===== config.mk =====
export PLATFORM = sky130hd
export DESIGN_NAME = mem_burst_ctrl_flat
export DESIGN_NICKNAME = d
export VERILOG_FILES = /design/src/rtl/mem_burst_ctrl_if.sv /design/src/rtl/mem_burst_ctrl.sv /design/src/flat_wrapper.sv
export SDC_FILE = /design/constraint.sdc
export NUM_CORES = 1
export LEC_CHECK = 0
export CAP_MARGIN = 15
export CORE_ASPECT_RATIO = 0.9
export CORE_MARGIN = 1
export CORE_UTILIZATION = 39
export CTS_BUF_LIST = sky130_fd_sc_hd__clkbuf_4 sky130_fd_sc_hd__clkbuf_8
export DETAILED_ROUTE_END_ITERATION = 6
export GPL_ROUTABILITY_DRIVEN = 1
export GPL_TIMING_DRIVEN = 0
export MAX_ROUTING_LAYER = met4
export PLACE_DENSITY = 0.95
export SLEW_MARGIN = 20
export SYNTH_ARGS = -nofsm -noshare
export SYNTH_HDL_FRONTEND = slang
export SYNTH_SLANG_ARGS = --single-unit

===== constraint.sdc =====
create_clock -name clk -period 4.2 [get_ports clk]
set_input_delay 0.63 -clock clk [delete_from_list [all_inputs] [get_ports clk]]
set_output_delay 0.63 -clock clk [all_outputs]
set_load 0.01 [all_outputs]

===== src/rtl/mem_burst_ctrl_if.sv =====
// mem_burst_ctrl_if
//  Handshake bundle between a burst master and mem_burst_ctrl.
//  cmd_* : one burst command (start address, beats minus one, direction)
//  wr_*  : write data stream, valid/ready
//  rd_*  : read data stream, valid/ready, rd_last marks the final beat
//  Modports: master drives commands, write beats and rd_ready;
//            slave is the controller side.
interface mem_burst_ctrl_if #(
  parameter int ADDR_WIDTH = 4,
  parameter int DATA_WIDTH = 32,
  parameter int LEN_WIDTH  = 4
);
  logic                  cmd_valid;
  logic                  cmd_ready;
  logic                  cmd_write;
  logic [ADDR_WIDTH-1:0] cmd_addr;
  logic [LEN_WIDTH-1:0]  cmd_len;

  logic                  wr_valid;
  logic                  wr_ready;
  logic [DATA_WIDTH-1:0] wr_data;

  logic                  rd_valid;
  logic                  rd_ready;
  logic [DATA_WIDTH-1:0] rd_data;
  logic                  rd_last;

  modport master (
    output cmd_valid, cmd_write, cmd_addr, cmd_len,
    output wr_valid, wr_data,
    output rd_ready,
    input  cmd_ready, wr_ready,
    input  rd_valid, rd_data, rd_last
  );

  modport slave (
    input  cmd_valid, cmd_write, cmd_addr, cmd_len,
    input  wr_valid, wr_data,
    input  rd_ready,
    output cmd_ready, wr_ready,
    output rd_valid, rd_data, rd_last
  );
endinterface


===== src/rtl/mem_burst_ctrl.sv =====
// mem_burst_ctrl
//  Burst sequencer in front of a single-port synchronous RAM
//  (RAM writes when en=1, reads combinationally when en=0).
//  One command at a time; write bursts move the wr stream into consecutive
//  RAM words, read bursts stream consecutive words out on a registered port.
// Ports
//  clk       : single clock, rising edge
//  rst       : synchronous, active-low reset
//  bus       : mem_burst_ctrl_if.slave (cmd_*, wr_*, rd_* handshakes)
//  busy      : controller is not IDLE
//  mem_en    : RAM write enable
//  mem_addr  : RAM address
//  mem_wdata : RAM write data
//  mem_rdata : RAM read data (combinational from mem_addr)
//  err       : only with MEM_BURST_BOUNDARY_CHECK_EN; one-cycle pulse after a
//              command whose burst would run past the top address
// Configuration macro: MEM_BURST_BOUNDARY_CHECK_EN
//  undefined : bursts wrap modulo 2**ADDR_WIDTH
//  defined   : out-of-range commands are accepted but ignored, err pulses
module mem_burst_ctrl #(
  parameter int ADDR_WIDTH = 4,
  parameter int DATA_WIDTH = 32,
  parameter int LEN_WIDTH  = 4
) (
  input  logic                  clk,
  input  logic                  rst,
  mem_burst_ctrl_if.slave       bus,
  output logic                  busy,
  output logic                  mem_en,
  output logic [ADDR_WIDTH-1:0] mem_addr,
  output logic [DATA_WIDTH-1:0] mem_wdata,
`ifdef MEM_BURST_BOUNDARY_CHECK_EN
  input  logic [DATA_WIDTH-1:0] mem_rdata,
  output logic                  err
`else
  input  logic [DATA_WIDTH-1:0] mem_rdata
`endif
);

  typedef enum logic [1:0] {IDLE, WRITE, READ, DRAIN} state_t;

  state_t                state;
  logic [ADDR_WIDTH-1:0] addr_q;
  logic [LEN_WIDTH-1:0]  cnt_q;
  logic                  rd_valid_q;
  logic                  rd_last_q;
  logic [DATA_WIDTH-1:0] rd_data_q;
  logic                  cmd_hs;
  logic                  wr_hs;
  logic                  bound_err;

  // Ready signals are gated with rst so that nothing handshakes, and no RAM
  // write is issued, in a cycle where reset is being applied.
  assign bus.cmd_ready = rst && (state == IDLE);
  assign bus.wr_ready  = rst && (state == WRITE);
  assign cmd_hs        = bus.cmd_valid && bus.cmd_ready;
  assign wr_hs         = bus.wr_valid && bus.wr_ready;

  assign mem_en    = wr_hs;
  assign mem_addr  = addr_q;
  assign mem_wdata = bus.wr_data;
  assign busy      = (state != IDLE);

  assign bus.rd_valid = rd_valid_q;
  assign bus.rd_last  = rd_last_q;
  assign bus.rd_data  = rd_data_q;

`ifdef MEM_BURST_BOUNDARY_CHECK_EN
  localparam int SW = ((ADDR_WIDTH > LEN_WIDTH) ? ADDR_WIDTH : LEN_WIDTH) + 1;
  logic [SW-1:0] end_addr;
  logic          err_q;

  // The last address of the burst is computed one bit wider than either
  // field so an overrun past the top of the RAM is visible instead of wrapping.
  always_comb begin
    end_addr  = SW'(bus.cmd_addr) + SW'(bus.cmd_len);
    bound_err = (end_addr > SW'((1 << ADDR_WIDTH) - 1));
  end

  assign err = err_q;

  // err is a registered one-cycle pulse following the rejected handshake.
  always_ff @(posedge clk) begin
    if (!rst) begin
      err_q <= 1'b0;
    end else begin
      err_q <= cmd_hs && bound_err;
    end
  end
`else
  assign bound_err = 1'b0;
`endif

  // Main sequencer. addr_q and cnt_q advance once per accepted beat; the
  // read side captures a fresh RAM word whenever the output register is empty
  // or being consumed, which gives one beat per cycle while rd_ready stays high.
  // The final read beat is held in DRAIN until the consumer takes it.
  always_ff @(posedge clk) begin
    if (!rst) begin
      state      <= IDLE;
      addr_q     <= '0;
      cnt_q      <= '0;
      rd_valid_q <= 1'b0;
      rd_last_q  <= 1'b0;
      rd_data_q  <= '0;
    end else begin
      case (state)
        IDLE: begin
          if (cmd_hs && !bound_err) begin
            addr_q <= bus.cmd_addr;
            cnt_q  <= bus.cmd_len;
            state  <= bus.cmd_write ? WRITE : READ;
          end
        end
        WRITE: begin
          if (wr_hs) begin
            addr_q <= addr_q + 1'b1;
            cnt_q  <= cnt_q - 1'b1;
            if (cnt_q == '0) state <= IDLE;
          end
        end
        READ: begin
          if (!rd_valid_q || bus.rd_ready) begin
            rd_data_q  <= mem_rdata;
            rd_valid_q <= 1'b1;
            rd_last_q  <= (cnt_q == '0);
            addr_q     <= addr_q + 1'b1;
            cnt_q      <= cnt_q - 1'b1;
            if (cnt_q == '0) state <= DRAIN;
          end
        end
        DRAIN: begin
          if (rd_valid_q && bus.rd_ready) begin
            rd_valid_q <= 1'b0;
            rd_last_q  <= 1'b0;
            state      <= IDLE;
          end
        end
        default: state <= IDLE;
      endcase
    end
  end

endmodule


===== src/flat_wrapper.sv =====
// flat-port wrapper written by rule: the top's interface ports become plain ports
module mem_burst_ctrl_flat 
#(
  parameter int ADDR_WIDTH = 4,
  parameter int DATA_WIDTH = 32,
  parameter int LEN_WIDTH  = 4
)
  (clk, rst, busy, mem_en, mem_addr, mem_wdata, mem_rdata, bus_cmd_valid, bus_cmd_write, bus_cmd_addr, bus_cmd_len, bus_wr_valid, bus_wr_data, bus_rd_ready, bus_cmd_ready, bus_wr_ready, bus_rd_valid, bus_rd_data, bus_rd_last);
  mem_burst_ctrl_if #(.ADDR_WIDTH(ADDR_WIDTH), .DATA_WIDTH(DATA_WIDTH), .LEN_WIDTH(LEN_WIDTH)) bus_i ();
  input  logic clk;
  input  logic rst;
  output logic busy;
  output logic mem_en;
  output logic [ADDR_WIDTH-1:0] mem_addr;
  output logic [DATA_WIDTH-1:0] mem_wdata;
  input  logic [DATA_WIDTH-1:0] mem_rdata;
  input wire logic [$bits(bus_i.cmd_valid)-1:0] bus_cmd_valid;
  input wire logic [$bits(bus_i.cmd_write)-1:0] bus_cmd_write;
  input wire logic [$bits(bus_i.cmd_addr)-1:0] bus_cmd_addr;
  input wire logic [$bits(bus_i.cmd_len)-1:0] bus_cmd_len;
  input wire logic [$bits(bus_i.wr_valid)-1:0] bus_wr_valid;
  input wire logic [$bits(bus_i.wr_data)-1:0] bus_wr_data;
  input wire logic [$bits(bus_i.rd_ready)-1:0] bus_rd_ready;
  output wire logic [$bits(bus_i.cmd_ready)-1:0] bus_cmd_ready;
  output wire logic [$bits(bus_i.wr_ready)-1:0] bus_wr_ready;
  output wire logic [$bits(bus_i.rd_valid)-1:0] bus_rd_valid;
  output wire logic [$bits(bus_i.rd_data)-1:0] bus_rd_data;
  output wire logic [$bits(bus_i.rd_last)-1:0] bus_rd_last;
  assign bus_i.cmd_valid = bus_cmd_valid;
  assign bus_i.cmd_write = bus_cmd_write;
  assign bus_i.cmd_addr = bus_cmd_addr;
  assign bus_i.cmd_len = bus_cmd_len;
  assign bus_i.wr_valid = bus_wr_valid;
  assign bus_i.wr_data = bus_wr_data;
  assign bus_i.rd_ready = bus_rd_ready;
  assign bus_cmd_ready = bus_i.cmd_ready;
  assign bus_wr_ready = bus_i.wr_ready;
  assign bus_rd_valid = bus_i.rd_valid;
  assign bus_rd_data = bus_i.rd_data;
  assign bus_rd_last = bus_i.rd_last;
  mem_burst_ctrl #(.ADDR_WIDTH(ADDR_WIDTH), .DATA_WIDTH(DATA_WIDTH), .LEN_WIDTH(LEN_WIDTH)) u_core (.clk(clk), .rst(rst), .bus(bus_i), .busy(busy), .mem_en(mem_en), .mem_addr(mem_addr), .mem_wdata(mem_wdata), .mem_rdata(mem_rdata));
endmodule

Yosys cells after proc, flatten, opt, wreduce, memory -nomap -nowiden
Index checks and enable logic that the tools add are counted.
{"block": "word_totals", "ram_bits": 0, "n_memories": 0, "wordCells": 54, "input_bits": 78, "output_inout_bits": 74, "rom_bits": 0, "latchBits": 0, "regBits": 44}
{"block": "classes", "n_reduce_logical": 16, "bitwise_logic": 0, "add_sub_neg": 2, "n_lt_le_gt_ge": 0, "n_mul": 0, "n_div": 0, "shift": 0, "n_eq_ne": 9, "n_mux": 21}
{"op": "$mux W4", "n": 6}
{"op": "$pmux W4 S3", "n": 2}
{"op": "$mux W2", "n": 7}
{"op": "$ne A2 B1 Y1 const B", "n": 4}
{"op": "$pmux W2 S4", "n": 1}
{"op": "$reduce_and A6 Y1", "n": 1}
{"op": "$logic_and A1 B1 Y1", "n": 5}
{"op": "$add A4 B1 Y4 const B", "n": 1}
{"op": "$eq A2 B2 Y1 const B", "n": 2}
{"op": "$logic_not A4 Y1", "n": 1}
{"op": "$ne A2 B2 Y1 const B", "n": 2}
{"op": "$pmux W1 S2", "n": 2}
{"op": "$reduce_and A4 Y1", "n": 1}
{"op": "$reduce_bool A2 Y1", "n": 2}
{"op": "$sub A4 B1 Y4 const B", "n": 1}
{"op": "$mux W1", "n": 3}
{"op": "$reduce_and A3 Y1", "n": 1}
{"op": "$reduce_bool A3 Y1", "n": 1}
{"op": "$eq A2 B1 Y1 const B", "n": 1}
{"op": "$logic_not A2 Y1", "n": 1}
{"op": "$reduce_and A2 Y1", "n": 1}
{"op": "$logic_not A1 Y1", "n": 1}
{"op": "$logic_or A1 B1 Y1", "n": 1}

Longest topological paths before layout
{"block": "depth", "depth_word": 5, "mapped_depth": 8, "ltp_nobuf": 6}

Least setup slack after synthesis
OpenSTA, ideal clock, no wires.
{"block": "synth_path", "kind": "register to register", "startpoint": "register u_core.state[0]", "endpoint": "register u_core.cnt_q[0]", "arrival_time_ns": 1.703, "n_path_buf": 2, "path_stages_with_launch": 8, "required_ns": 4.078, "synth_period_minus_slack_ns": 1.825, "setup_slack_ns": 2.375, "setup_ns": 0.122, "cell_sequence": "dfxtp_1 > inv_1 > ha_1 > clkbuf_1 > a21o_4 > or2_0 > buf_6 > o311a_1"}
{"block": "synth_between", "elab_chain_len": 5, "elab_cells_between_ends": 13, "cone_classes": "eq/ne (5); mux (1); reduce/logical (7)"}
{"item": "from (decl)", "line_no": "mem_burst_ctrl.sv:42", "rtl": "state_t state;"}
{"item": "from (signal assigned)", "line_no": "mem_burst_ctrl.sv:112", "rtl": "state <= bus.cmd_write ? WRITE : READ;"}
{"item": "$eq A2 B1 Y1 / $logic_not A2 Y1 (equally long branches)", "line_no": "mem_burst_ctrl.sv:55, mem_burst_ctrl.sv:107, mem_burst_ctrl.sv:54"}
{"item": "$logic_and A1 B1 Y1, on equally long branches", "line_no": "mem_burst_ctrl.sv:55, mem_burst_ctrl.sv:54"}
{"item": "$logic_and A1 B1 Y1, on equally long branches", "line_no": "mem_burst_ctrl.sv:57, mem_burst_ctrl.sv:56"}
{"item": "$ne A2 B2 Y1 (no source line) / $ne A2 B1 Y1 (equally long branches)"}
{"item": "$reduce_and A4 Y1 (no source line)"}
{"item": "to (signal assigned)", "line_no": "mem_burst_ctrl.sv:111", "rtl": "cnt_q <= bus.cmd_len;"}
{"item": "to (signal assigned)", "line_no": "mem_burst_ctrl.sv:118", "rtl": "cnt_q <= cnt_q - 1'b1;"}
{"item": "to (signal assigned)", "line_no": "mem_burst_ctrl.sv:128", "rtl": "cnt_q <= cnt_q - 1'b1;"}
{"item": "to (decl)", "line_no": "mem_burst_ctrl.sv:44", "rtl": "logic [LEN_WIDTH-1:0] cnt_q;"}
Several ways; a longest one is shown, not always the timed one.
A chain may end at the register's enable or synchronous reset.

Final worst setup path
{"block": "layout_path", "startpoint": "input port rst", "endpoint": "output port bus_cmd_ready"}
{"block": "layout_between", "elab_chain_len": 1}
{"item": "from (decl)", "line_no": "flat_wrapper.sv:11", "rtl": "input logic rst;"}
{"item": "$logic_and A1 B1 Y1", "line_no": "mem_burst_ctrl.sv:54", "rtl": "assign bus.cmd_ready = rst && (state == IDLE);"}
{"item": "to (decl)", "line_no": "flat_wrapper.sv:24", "rtl": "output wire logic [$bits(bus_i.cmd_ready)-1:0] bus_cmd_ready;"}
Every way passes these cells.

==> results.toml <==
[status]
status = "finished, final reports clean"

[setup_path]
critPathCaptureType = "output port"
crit_path_top_delay_cell = "clkdlybuf4s50_1"
cp_common_cell = "clkdlybuf4s50_1"
critPathMaxStageDelay_ps = 540
cp-start-kind = "input pin"
path_depth = 5
critPathKind = "in -> out"
r2r-end = "u_core.mem_addr[1]"
crit_family = "buffers and inverters"
r2r-start = "u_core.state[1]"
path_cells = "clkdlybuf4s50_1 > clkinv_1 > clkbuf_1 > nor2_1 > clkdlybuf4s50_1"
cp-endpoint = "bus_cmd_ready"
ff2ff_path_depth = 7
crit_buf_inv = 4
arrival_ps = 2310
worstPathMaxFanout = 10
critPathLaunch = "rst"
reg2reg_slack_ps = 2170
cp.required_ps = 3570

[floorplan]
core_area_sq_um = 5350
pin_count = 152
die_height_um = 73.5
die_w_um = 81.5
rows = 25
die_area_sq_um = 5990
start_util_pct = 41.5

[yosys]
netlist.area_leader.share_pct = 39.7
synth_compound_area_share_pct = 17.6
yosysSeqAreaShare_pct = 39.7
synthTopCellsByCount = "nand2_1, dfxtp_1, a21oi_1"
synth_top_family_by_area = "simple AND/OR/NAND/NOR gates"
yosysMostFrequentCell = "nand2_1"
netlist_area_sq_um = 2220
yosys_warnings = 0
yosys.area_share.xor_xnor_pct = 0
synthFlopType = "dfxtp_1"
async_flop_share_pct = 0
yosys.area_share.simple_pct = 19.9
avgSynthCellArea_sq_um = 8.00
synth_adder_area_share_pct = 4.51
yosysTopAreaCell = "dfxtp_1"
syn_inst = 277
mappedNetlistNets = 363
synth-edff-count = 0
muxShareOfSynthArea_pct = 2.71
netlist_top_cells_area = "dfxtp_1, nand2_1, buf_4"
ys_types = 40
synth_seq_cells = 44

[global_route]
antenna_found_initial = 0
grt_remaining_overflow = 0
grt_use_total_pct = 22.0
grt_max_degree = 15
grt_pass1_vias = 2336
met1_usage_pct = 20.4
top_usage_layer = "met2"
grtUsageMet2_pct = 41.6
grt_pass1_wl_um = 9760
grt_use_met3_pct = 6.21

[final_layout]
nFillCells = 440
final_area_sq_um = 3610
drive_gt1_share_pct = 12.4
area.growth.synth_to_final_pct = 63.0
antenna_cells = 0
finish.net_count = 489

[timing]
finalHoldViolations = 0
finalMaxSlewViolations = 0
clock_skew_ps = 3.02
setup_tns_ps = 0
fin_crit_sh_pct = 70.0
setup_violations = 0
grt_setup_unrepaired = "false"
min_period_ps = 2940
tightest_slew_ps = 550
fmax_mhz = 340
slew_headroom_pct = 63.3
timing.hold.ws_ps = 456

[power]
vdd_ir_drop_max_mv = 0.312
cellLeakagePower_nw = 1.38
power_density_nw_per_um2 = 487

[route]
detail_route.wirelength_um = 6340
vias = 2285
drt-wirelength-per-cell_um = 13.5
drtAntennaViolNets = 0
dr.pass1.iters = 4
drt_iter0_drc = 69
drc = 0
vias_per_cell = 4.85

[place]
postPlaceCellArea_sq_um = 3490
io_buffers = 119
dp_hpwl_um = 5040
routabilityCongestion = 0.771

[min_path]
holdPathStages = 2
hp-class = "reg -> reg"

[clocking]
cts-root-buf = "clkbuf_8"
htree_levels = 2
cts_resized = 0
cts_tree = "done"
clkTransAtPathRegs_ps = 80
clkSinkCount = 44
insertion_delay_ps = 300
cts.hold.buffers_added = 0
numCtsBuffers = 5
cts_buffer_depth = 2
post_cts_buffers = 0

[flow_run]
maxCapViolations = 0
## sequential cells by signal, summed over array words and instances (netlist names)
| register | flops |
|---|---|
| u_core.bus.rd_data | 32 |
| u_core.cnt_q | 4 |
| u_core.mem_addr | 4 |
| u_core.state | 2 |
| u_core.bus.rd_last | 1 |
| u_core.bus.rd_valid | 1 |
## cells in the final DEF, fill, tap and decap left out, types with 2 or more instances in the layout
cell type / synthesis / final
buf_4: 32 / 32
inv_1: 8 / 8
o31ai_1: 5 / 5
clkbuf_1: 11 / 11
buf_2: 3 / 3
a21oi_1: 37 / 37
nor2b_1: 6 / 6
nand2b_1: 4 / 4
ha_1: 8 / 8
o311ai_0: 3 / 3
o21ai_0: 5 / 5
clkdlybuf4s50_1: 0 / 119
dfxtp_1: 44 / 44
nand2_1: 73 / 73
nor2_1: 6 / 6
mux2i_1: 6 / 6
a211oi_1: 2 / 2
clkbuf_8: 0 / 6
## cell families (layout without fill, tap and decap cells)
| logic type | Yosys count | in the layout |
|---|---|---|
| buffers and inverters | 57 | 184 |
| multiplexers | 6 | 6 |
| adder cells (fa/ha/maj) | 8 | 8 |
| AND/OR/NAND/NOR | 100 | 100 |
| flip-flops | 44 | 44 |
| AO/OA/AOI/OAI | 62 | 62 |
## final cells by class
| cell class | instances | area (sq um) | area share (%) |
|---|---|---|---|
| clock buffers | 6 | 82.6 | 2.29 |
| clock inverters | 2 | 38.8 | 1.07 |
| repair buffers | 119 | 1190 | 33.0 |
| multi-input cells | 176 | 991 | 27.4 |
| flip-flops and latches | 44 | 881 | 24.4 |
| inverters | 9 | 33.8 | 0.935 |
| well taps | 67 | 83.8 | 2.32 |
| plain buffers | 48 | 312 | 8.62 |
## tightest hold or removal path, delay by kind of cell (launching register included)
family,cells,cell delay [ps]
AO/OA/AOI/OAI,1,50
flip-flops,1,310
AND/OR/NAND/NOR,1,50
## through the flow
step | power [W] | worst slack (ps) | util [%] | cells
after floorplan | 0.00106 | 2380 | - | 277
after global placement | 0.00139 | 1230 | 65.3 | 463
after detailed placement | 0.00143 | 1240 | 65.3 | 463
after CTS | 0.00177 | 1240 | 67.6 | 471
after global routing | 0.00189 | 1090 | 67.6 | 471
final | 0.00176 | 1260 | 67.6 | 471
## report_power, final
group / internal, W / switching (W) / total, W / leakage [nW]
registers: 0.000516 / 0.0000739 / 0.000590 / 0.358
clock network: 0.000194 / 0.000144 / 0.000339 / 0.0614
logic: 0.000426 / 0.000405 / 0.000830 / 0.963
## worst min-delay path by stage
stage / slack (ps) / to / start
global placement: 440 / u_core.bus.rd_data[0] / u_core.bus.rd_data[0]
finish: 460 / u_core.bus.rd_data[0] / u_core.bus.rd_data[0]
global route: 480 / u_core.bus.rd_data[25] / u_core.bus.rd_data[25]
detailed placement: 450 / u_core.bus.rd_data[0] / u_core.bus.rd_data[0]
CTS: 460 / u_core.bus.rd_data[0] / u_core.bus.rd_data[0]
floorplan: 480 / u_core.cnt_q[1] / u_core.cnt_q[1]
## per-layer routing
metal	wire length [um]	share of wire (%)
met5	0	0
met4	153	2.4
met3	536	8.5
met2	3290	52
met1	2360	37
No activity file was read; power rests on OpenSTA's default activity.
